## src/rtl/uart_cmd_bridge.sv

```systemverilog
// UART-to-PSRAM command bridge: parses 'R'/'W' frames, issues valid/ready commands and answers over TX.
// Optional build macro UART_CMD_CHECKSUM_EN adds an XOR checksum byte in both directions.
module uart_cmd_bridge #(
   parameter int DELAY_FRAMES = 234,
   parameter int ADDR_WIDTH   = 23,
   parameter int DATA_WIDTH   = 16,
   parameter int IDLE_TIMEOUT = 27000
) (
   input  logic                  sys_clk,
   input  logic                  sys_rst_n,
   input  logic                  uart_rx,
   output logic                  uart_tx,
   output logic                  cmd_valid,
   input  logic                  cmd_ready,
   output logic                  cmd_write,
   output logic [ADDR_WIDTH-1:0] cmd_addr,
   output logic [DATA_WIDTH-1:0] cmd_wdata,
   input  logic                  rd_valid,
   input  logic [DATA_WIDTH-1:0] rd_data,
   output logic                  busy,
   output logic                  err_pulse
);
   localparam int AB    = (ADDR_WIDTH + 7) / 8;
   localparam int DB    = DATA_WIDTH / 8;
   localparam int AW8   = AB * 8;
   localparam int MAXB  = (AB > DB) ? AB : DB;
   localparam int BC_W  = $clog2(MAXB + 1);
   localparam int CNT_W = $clog2(DELAY_FRAMES);
   localparam int TO_W  = (IDLE_TIMEOUT > 1) ? $clog2(IDLE_TIMEOUT + 1) : 1;
`ifdef UART_CMD_CHECKSUM_EN
   localparam int TXB   = DB + 1;
`else
   localparam int TXB   = DB;
`endif
   localparam int TXW   = TXB * 8;
   localparam int TXC_W = $clog2(TXB + 1);

   localparam logic [7:0] OP_RD = 8'h52, OP_WR = 8'h57, ABORT = 8'h2F;
   localparam logic [7:0] RSP_K = 8'h4B, RSP_E = 8'h45;

   typedef enum logic [1:0] {RX_IDLE, RX_START, RX_DATA, RX_STOP} rx_state_t;
   typedef enum logic [1:0] {TX_IDLE, TX_START, TX_DATA, TX_STOP} tx_state_t;
   typedef enum logic [2:0] {P_OP, P_ADDR, P_DATA, P_ISSUE, P_WAIT_RD
`ifdef UART_CMD_CHECKSUM_EN
      , P_CSUM
`endif
   } p_state_t;
`ifdef UART_CMD_CHECKSUM_EN
   localparam p_state_t P_END = P_CSUM;
`else
   localparam p_state_t P_END = P_ISSUE;
`endif

   // RX synchroniser and bit sampler
   logic             rx_p0, rx_p1;
   rx_state_t        rx_state, rx_next;
   logic [CNT_W-1:0] rx_cnt;
   logic [2:0]       rx_bit;
   logic [7:0]       rx_byte;
   logic             rx_tick, byte_strobe, frame_err;

   always_ff @(posedge sys_clk or negedge sys_rst_n) begin
      if (!sys_rst_n) begin
         rx_p0 <= 1'b1;
         rx_p1 <= 1'b1;
      end else begin
         rx_p0 <= uart_rx;
         rx_p1 <= rx_p0;
      end
   end

   assign rx_tick = (rx_state == RX_START) ? (rx_cnt == CNT_W'(DELAY_FRAMES / 2 - 1))
                                           : (rx_cnt == CNT_W'(DELAY_FRAMES - 1));

   always_comb begin
      rx_next     = rx_state;
      byte_strobe = 1'b0;
      frame_err   = 1'b0;
      case (rx_state)
         RX_IDLE:  if (!rx_p1) rx_next = RX_START;
         RX_START: if (rx_tick) rx_next = rx_p1 ? RX_IDLE : RX_DATA;
         RX_DATA:  if (rx_tick && rx_bit == 3'd7) rx_next = RX_STOP;
         RX_STOP: if (rx_tick) begin
            rx_next     = RX_IDLE;
            byte_strobe = rx_p1;
            frame_err   = !rx_p1;
         end
         default:  rx_next = RX_IDLE;
      endcase
   end

   always_ff @(posedge sys_clk or negedge sys_rst_n) begin
      if (!sys_rst_n) begin
         rx_state <= RX_IDLE;
         rx_cnt   <= '0;
         rx_bit   <= '0;
         rx_byte  <= '0;
      end else begin
         rx_state <= rx_next;
         rx_cnt   <= (rx_state == RX_IDLE || rx_tick) ? '0 : rx_cnt + 1'b1;
         if (rx_state == RX_IDLE) rx_bit <= '0;
         if (rx_state == RX_DATA && rx_tick) begin
            rx_byte <= {rx_p1, rx_byte[7:1]};
            rx_bit  <= rx_bit + 1'b1;
         end
      end
   end

   // Command parser
   p_state_t         p_state, p_next;
   logic [BC_W-1:0]  byte_cnt;
   logic [AW8-1:0]   addr_sh;
   logic [TO_W-1:0]  to_cnt;
   logic             to_hit, in_frame, tx_busy;
   logic             op_ok, op_err, ovr_err, to_err, sum_err;
   logic             take_addr, take_data, q_k, q_e, q_rd;
`ifdef UART_CMD_CHECKSUM_EN
   logic [7:0]       csum;

   function automatic logic [7:0] data_xor(input logic [DATA_WIDTH-1:0] d);
      data_xor = 8'h00;
      for (int i = 0; i < DB; i++) data_xor ^= d[i*8 +: 8];
   endfunction
`endif

   assign in_frame = (p_state != P_OP) && (p_state != P_ISSUE) && (p_state != P_WAIT_RD);
   assign to_hit   = (IDLE_TIMEOUT != 0) && in_frame && (to_cnt == TO_W'(IDLE_TIMEOUT - 1));
   assign cmd_addr = addr_sh[ADDR_WIDTH-1:0];
   assign busy     = (p_state != P_OP) || tx_busy;

   always_comb begin
      p_next    = p_state;
      op_ok     = 1'b0;
      op_err    = 1'b0;
      ovr_err   = 1'b0;
      to_err    = 1'b0;
      sum_err   = 1'b0;
      take_addr = 1'b0;
      take_data = 1'b0;
      q_k       = 1'b0;
      q_e       = 1'b0;
      q_rd      = 1'b0;
      case (p_state)
         P_OP: if (byte_strobe) begin
            if (tx_busy) ovr_err = 1'b1;
            else if (rx_byte == OP_RD || rx_byte == OP_WR) begin
               op_ok  = 1'b1;
               p_next = P_ADDR;
            end else begin
               op_err = 1'b1;
               q_e    = 1'b1;
            end
         end
         P_ISSUE: begin
            ovr_err = byte_strobe;
            if (cmd_valid && cmd_ready) begin
               p_next = cmd_write ? P_OP : P_WAIT_RD;
               q_k    = cmd_write;
            end
         end
         P_WAIT_RD: begin
            ovr_err = byte_strobe;
            if (rd_valid) begin
               q_rd   = 1'b1;
               p_next = P_OP;
            end
         end
         default: begin
            // Frame collection: a bad stop bit, an abort byte or a stall drops the partial frame
            if (frame_err) p_next = P_OP;
            else if (byte_strobe) begin
`ifdef UART_CMD_CHECKSUM_EN
               if (p_state == P_CSUM) begin
                  if (rx_byte == csum) p_next = P_ISSUE;
                  else begin
                     sum_err = 1'b1;
                     q_e     = 1'b1;
                     p_next  = P_OP;
                  end
               end else
`endif
               if (rx_byte == ABORT) p_next = P_OP;
               else if (p_state == P_ADDR) begin
                  take_addr = 1'b1;
                  if (byte_cnt == BC_W'(AB - 1)) p_next = cmd_write ? P_DATA : P_END;
               end else begin
                  take_data = 1'b1;
                  if (byte_cnt == BC_W'(DB - 1)) p_next = P_END;
               end
            end else if (to_hit) begin
               to_err = 1'b1;
               p_next = P_OP;
            end
         end
      endcase
   end

   always_ff @(posedge sys_clk or negedge sys_rst_n) begin
      if (!sys_rst_n) begin
         p_state   <= P_OP;
         byte_cnt  <= '0;
         addr_sh   <= '0;
         cmd_wdata <= '0;
         cmd_write <= 1'b0;
         cmd_valid <= 1'b0;
         err_pulse <= 1'b0;
         to_cnt    <= '0;
`ifdef UART_CMD_CHECKSUM_EN
         csum      <= '0;
`endif
      end else begin
         p_state   <= p_next;
         cmd_valid <= (p_next == P_ISSUE);
         err_pulse <= frame_err | op_err | ovr_err | to_err | sum_err;
         to_cnt    <= (byte_strobe || !in_frame || to_hit) ? '0 : to_cnt + 1'b1;
         if (op_ok) begin
            cmd_write <= (rx_byte == OP_WR);
            byte_cnt  <= '0;
         end
         if (take_addr) begin
            addr_sh  <= AW8'({addr_sh, rx_byte});
            byte_cnt <= (byte_cnt == BC_W'(AB - 1)) ? '0 : byte_cnt + 1'b1;
         end
         if (take_data) begin
            cmd_wdata <= DATA_WIDTH'({cmd_wdata, rx_byte});
            byte_cnt  <= (byte_cnt == BC_W'(DB - 1)) ? '0 : byte_cnt + 1'b1;
         end
`ifdef UART_CMD_CHECKSUM_EN
         if (op_ok) csum <= rx_byte;
         else if (take_addr || take_data) csum <= csum ^ rx_byte;
`endif
      end
   end

   // TX response shifter
   tx_state_t        tx_state, tx_next;
   logic [CNT_W-1:0] tx_cnt;
   logic [2:0]       tx_bit;
   logic [7:0]       tx_shift;
   logic [TXW-1:0]   tx_buf;
   logic [TXC_W-1:0] tx_left;
   logic             tx_tick, tx_take, tx_line;

   assign tx_tick = (tx_cnt == CNT_W'(DELAY_FRAMES - 1));
   assign tx_busy = (tx_state != TX_IDLE) || (tx_left != '0);

   always_comb begin
      tx_next = tx_state;
      tx_take = 1'b0;
      tx_line = 1'b1;
      case (tx_state)
         TX_IDLE: if (tx_left != '0) begin
            tx_next = TX_START;
            tx_take = 1'b1;
         end
         TX_START: begin
            tx_line = 1'b0;
            if (tx_tick) tx_next = TX_DATA;
         end
         TX_DATA: begin
            tx_line = tx_shift[0];
            if (tx_tick && tx_bit == 3'd7) tx_next = TX_STOP;
         end
         TX_STOP: if (tx_tick) begin
            tx_next = (tx_left != '0) ? TX_START : TX_IDLE;
            tx_take = (tx_left != '0);
         end
         default: tx_next = TX_IDLE;
      endcase
   end

   always_ff @(posedge sys_clk or negedge sys_rst_n) begin
      if (!sys_rst_n) begin
         tx_state <= TX_IDLE;
         tx_cnt   <= '0;
         tx_bit   <= '0;
         tx_shift <= '0;
         tx_buf   <= '0;
         tx_left  <= '0;
         uart_tx  <= 1'b1;
      end else begin
         tx_state <= tx_next;
         uart_tx  <= tx_line;
         tx_cnt   <= (tx_state == TX_IDLE || tx_tick) ? '0 : tx_cnt + 1'b1;
         if (tx_take) begin
            tx_shift <= tx_buf[TXW-1 -: 8];
            tx_buf   <= tx_buf << 8;
            tx_left  <= tx_left - 1'b1;
            tx_bit   <= '0;
         end else if (tx_state == TX_DATA && tx_tick) begin
            tx_shift <= tx_shift >> 1;
            tx_bit   <= tx_bit + 1'b1;
         end
         if (q_rd) begin
`ifdef UART_CMD_CHECKSUM_EN
            tx_buf <= {rd_data, data_xor(rd_data)};
`else
            tx_buf <= rd_data;
`endif
            tx_left <= TXC_W'(TXB);
         end else if (q_k || q_e) begin
            tx_buf  <= TXW'(q_k ? RSP_K : RSP_E) << (TXW - 8);
            tx_left <= TXC_W'(1);
         end
      end
   end
endmodule

```

## config.mk

```make
export PLATFORM = sky130hd
export DESIGN_NAME = uart_cmd_bridge
export DESIGN_NICKNAME = d
export VERILOG_FILES = /design/src/rtl/uart_cmd_bridge.sv
export SDC_FILE = /design/constraint.sdc
export NUM_CORES = 1
export LEC_CHECK = 0
export ABC_AREA = 1
export BUFFER_PORTS_ARGS = -buffer_cell sky130_fd_sc_hd__buf_2
export CAP_MARGIN = 0
export CORE_MARGIN = 2
export CORE_UTILIZATION = 35
export DETAILED_ROUTE_END_ITERATION = 6
export HOLD_SLACK_MARGIN = 0.02
export SYNTH_ARGS = -nofsm -noshare
export SYNTH_HDL_FRONTEND = slang
export SYNTH_SLANG_ARGS = --single-unit
```

## constraint.sdc

```tcl
create_clock -name sys_clk -period 2.34 [get_ports sys_clk]
set_input_delay 0.234 -clock sys_clk [delete_from_list [all_inputs] [get_ports sys_clk]]
set_output_delay 0.234 -clock sys_clk [all_outputs]
set_load 0.01 [all_outputs]
```

==> flow_metrics.tcl <==
set metrics [dict create \
    die_h_um 135 \
    pwr-share-comb 0.055 \
    antenna_left 0 \
    path_cells "inv_1, nor2_1, nand4_2, o21bai_4, o21ai_0, o21ai_0" \
    cell_internal_pwr_mw 4.20 \
    hold_viol_final 0 \
    tns_ns 0 \
    finalMaxSlewViolations 0 \
    viasPerCell 4.60 \
    initialDrtViolationCount 248 \
    grt_pass1_vias 4315 \
    dpl.hpwl_um 8440 \
    start_kind "flip-flop" \
    finalSetupViolCount 0 \
    rsz0062_at_grt "no" \
    synth-async-reset-ratio 1.00 \
    post-place-ws_ns 0.263 \
    post_drt_wl_per_cell_um 12.0 \
    synth_seq_area_share 0.524 \
    avgSynthCellArea_sq_um 8.46 \
    yosysUniqueCellTypes 44 \
    timing.fmax_ghz 0.483 \
    clk_latency_ns 0.42 \
    drc_errors 0 \
    setup_ws_ns 0.268 \
    period_share 0.886 \
    ys_ff_latch 125 \
    grt_usage 0.143 \
    cp-end-kind "flip-flop" \
    routed-via-count 4677 \
    ys_warn_count 0 \
    crit_family "compound AO/OA/AOI/OAI gates" \
    first_pass_iters 5 \
    critPathMaxStageDelay_ns 0.55 \
    gp_congestion 0.784 \
    grt_max_degree 126 \
    coreArea_sq_um 16600 \
    start_util 0.359 \
    status "complete, no violations" \
    grt-ovfl-total 0 \
    die_w_um 135 \
    p_seq_frac 0.439 \
    clkSlewWorstSetupHoldPaths_ns 0.06 \
    cts_tree "done" \
    hold_path_class "primary input to flip-flop" \
    critPathMostFrequentCell "o21ai_0" \
    htree_num_levels 4 \
    tightest_slew_ns 0.705 \
    p_leak_nw 3.50 \
    worst_ep_arrival_time_ns 2.40 \
    fin_crit_ns 2.07 \
    power_density_nw_per_um2 754 \
    synth_edf_count 0 \
    synth_area_sq_um 5970 \
    p_clk_frac 0.506 \
    swShare 0.223 \
    dieArea_sq_um 18100 \
    clkSinkCount 125 \
    finalClockSkew_ns 0.00697 \
    dominantRegCellSynth "dfrtp_1" \
    totalWireLength_um 12200 \
    critPathKind "flip-flop to flip-flop" \
    finalNetCount 818 \
    critPathBufInv 1 \
    path_max_fanout 13 \
    fill_cells 1629 \
    numCtsBuffers 17 \
    slew_headroom 0.530 \
    p_switching_mw 1.21 \
    n_antenna_cell 0 \
    drive_gt1_frac 0.165 \
    io-pin-count 65 \
    maxCapViolations 0 \
    peakVddDrop_uv 469 \
    crit_slowest_cell "dfstp_2" \
    synthCells 706 \
    rows 47 \
    portBuffers 64 \
    antenna_found_initial 0 \
    clock-root-buffer "clkbuf_16" \
    required_ns 2.67 \
    syn2layout_area_growth_pct 20.1 \
    grt_pass1_wl_um 20700 \
    cts.repair.resized 0 \
    cts_buffer_depth 2 \
    synth_nets 741 \
]
worst register-to-register path: cells and delay by family, from the launching register on:
kind | cells | cell delay (ns)
compound gates | 3 | 0.77
buf+inv | 1 | 0.07
flops | 1 | 0.55
simple gates | 2 | 0.60
cell usage in the layout (no fill, tap or decap), types with 17 or more instances in the layout:
cell	count
a21oi_1	19
dfrtp_1	122
nand2_1	142
nor2_1	112
o21ai_1	18
nand3_1	21
inv_1	92
buf_2	63
nor3_1	21
clkbuf_16	17
o21ai_0	56
power by group through the flow:
| stage | sequential (mW) | combinational (mW) | clock, mW |
|---|---|---|---|
| 6_report | 2.37 | 0.297 | 2.74 |
| 5_1_grt | 2.39 | 0.349 | 2.90 |
| 4_1_cts | 2.37 | 0.306 | 2.81 |
| 3_5_place_dp | 2.41 | 0.298 | 0 |
| 3_3_place_gp | 2.41 | 0.297 | 0 |
| 2_1_floorplan | 2.39 | 0.194 | 0 |
per-layer routing:
metal / track usage / routed length, um / up-vias
met1: 0.192 / 6130 / 2163
met4: 0.0532 / 161 / 0
li1: - / - / 2432
met5: 0 / 0 / -
met2: 0.217 / 5440 / 72
met3: 0.0469 / 419 / 10
repair_timing:
item                      4_1_cts  5_1_grt
hold endpoints to repair      124        0
setup buffers                   0        0
hold buffers                    3        0
area by class of cell:
type | count | area, sq um | share of cell area
Timing Repair Buffer | 75 | 425 | 0.0593
Tap cell | 220 | 275 | 0.0384
Sequential cell | 125 | 3130 | 0.437
Clock buffer | 20 | 467 | 0.0651
Inverter | 93 | 349 | 0.0487
Clock inverter | 12 | 160 | 0.0223
Multi-Input combinational cell | 471 | 2360 | 0.330
cell usage after synthesis, types with 2 or more instances:
library cell | n | area (sq um)
a21oi_1 | 19 | 95.1
a22o_1 | 4 | 35.0
a31oi_1 | 2 | 12.5
and3_1 | 2 | 12.5
buf_6 | 8 | 90.1
clkbuf_1 | 7 | 26.3
dfrtp_1 | 122 | 3050
dfstp_2 | 3 | 78.8
ha_1 | 14 | 175
inv_1 | 92 | 345
nand2_1 | 142 | 533
nand2_2 | 3 | 18.8
nand3_1 | 21 | 105
nand3_2 | 2 | 20.0
nand4_1 | 11 | 68.8
nor2_1 | 112 | 420
nor2_2 | 4 | 25.0
nor2_4 | 2 | 22.5
nor3_1 | 21 | 105
nor3b_1 | 7 | 52.6
o211ai_1 | 4 | 30.0
o21ai_0 | 56 | 280
o21ai_1 | 18 | 90.1
o21ai_2 | 4 | 35.0
o22ai_1 | 2 | 12.5
xnor2_1 | 2 | 17.5
xor2_1 | 5 | 43.8
flip-flops by register name, indices dropped and copies added (netlist names), 2 cells and up, named ones only:
name,flops
to_cnt,15
tx_state,2
tx_cnt,8
tx_shift,8
rx_bit,3
cmd_wdata,16
p_state,3
tx_left,2
byte_cnt,2
rx_byte,8
addr_sh,23
rx_cnt,8
tx_buf,16
tx_bit,3
path summary, 6_finish.rpt:
check                      slack [ns]        from  cells past startpoint     endpoint
setup / recovery                 0.27       rx_p1                      6   tx_buf[11]
hold / removal                   0.04  rd_data[4]                      2    tx_buf[4]
setup reg to reg                 0.27       rx_p1                      6   tx_buf[11]
hold reg to reg                  0.36       rx_p0                      0        rx_p1
max in group asynchronous        1.35   sys_rst_n                      3    tx_buf[7]
min in group asynchronous        0.43   sys_rst_n                      3  tx_shift[5]
through the flow:
| step | hold WS, ns | util | total power [mW] | std cells | instance area (sq um) |
|---|---|---|---|---|---|
| after floorplan | -0.0616 | - | 2.58 | 706 | 5970 |
| after global placement | 0.347 | 0.391 | 2.70 | 981 | 6520 |
| after detailed placement | 0.347 | 0.391 | 2.71 | 981 | 6520 |
| after CTS | 0.0211 | 0.431 | 5.48 | 1016 | 7170 |
| after global routing | 0.0329 | 0.431 | 5.64 | 1016 | 7170 |
| final | 0.0418 | 0.431 | 5.41 | 1016 | 7170 |
cells by family after synthesis:
| logic type | Yosys count | share of synthesized area |
|---|---|---|
| simple gates | 334 | 0.245 |
| flops | 125 | 0.524 |
| compound gates | 116 | 0.111 |
| buf+inv | 110 | 0.0800 |
| fa+ha+maj | 14 | 0.0293 |
| xor+xnor | 7 | 0.0103 |
Note: power is estimated with default switching activity, not from simulation.
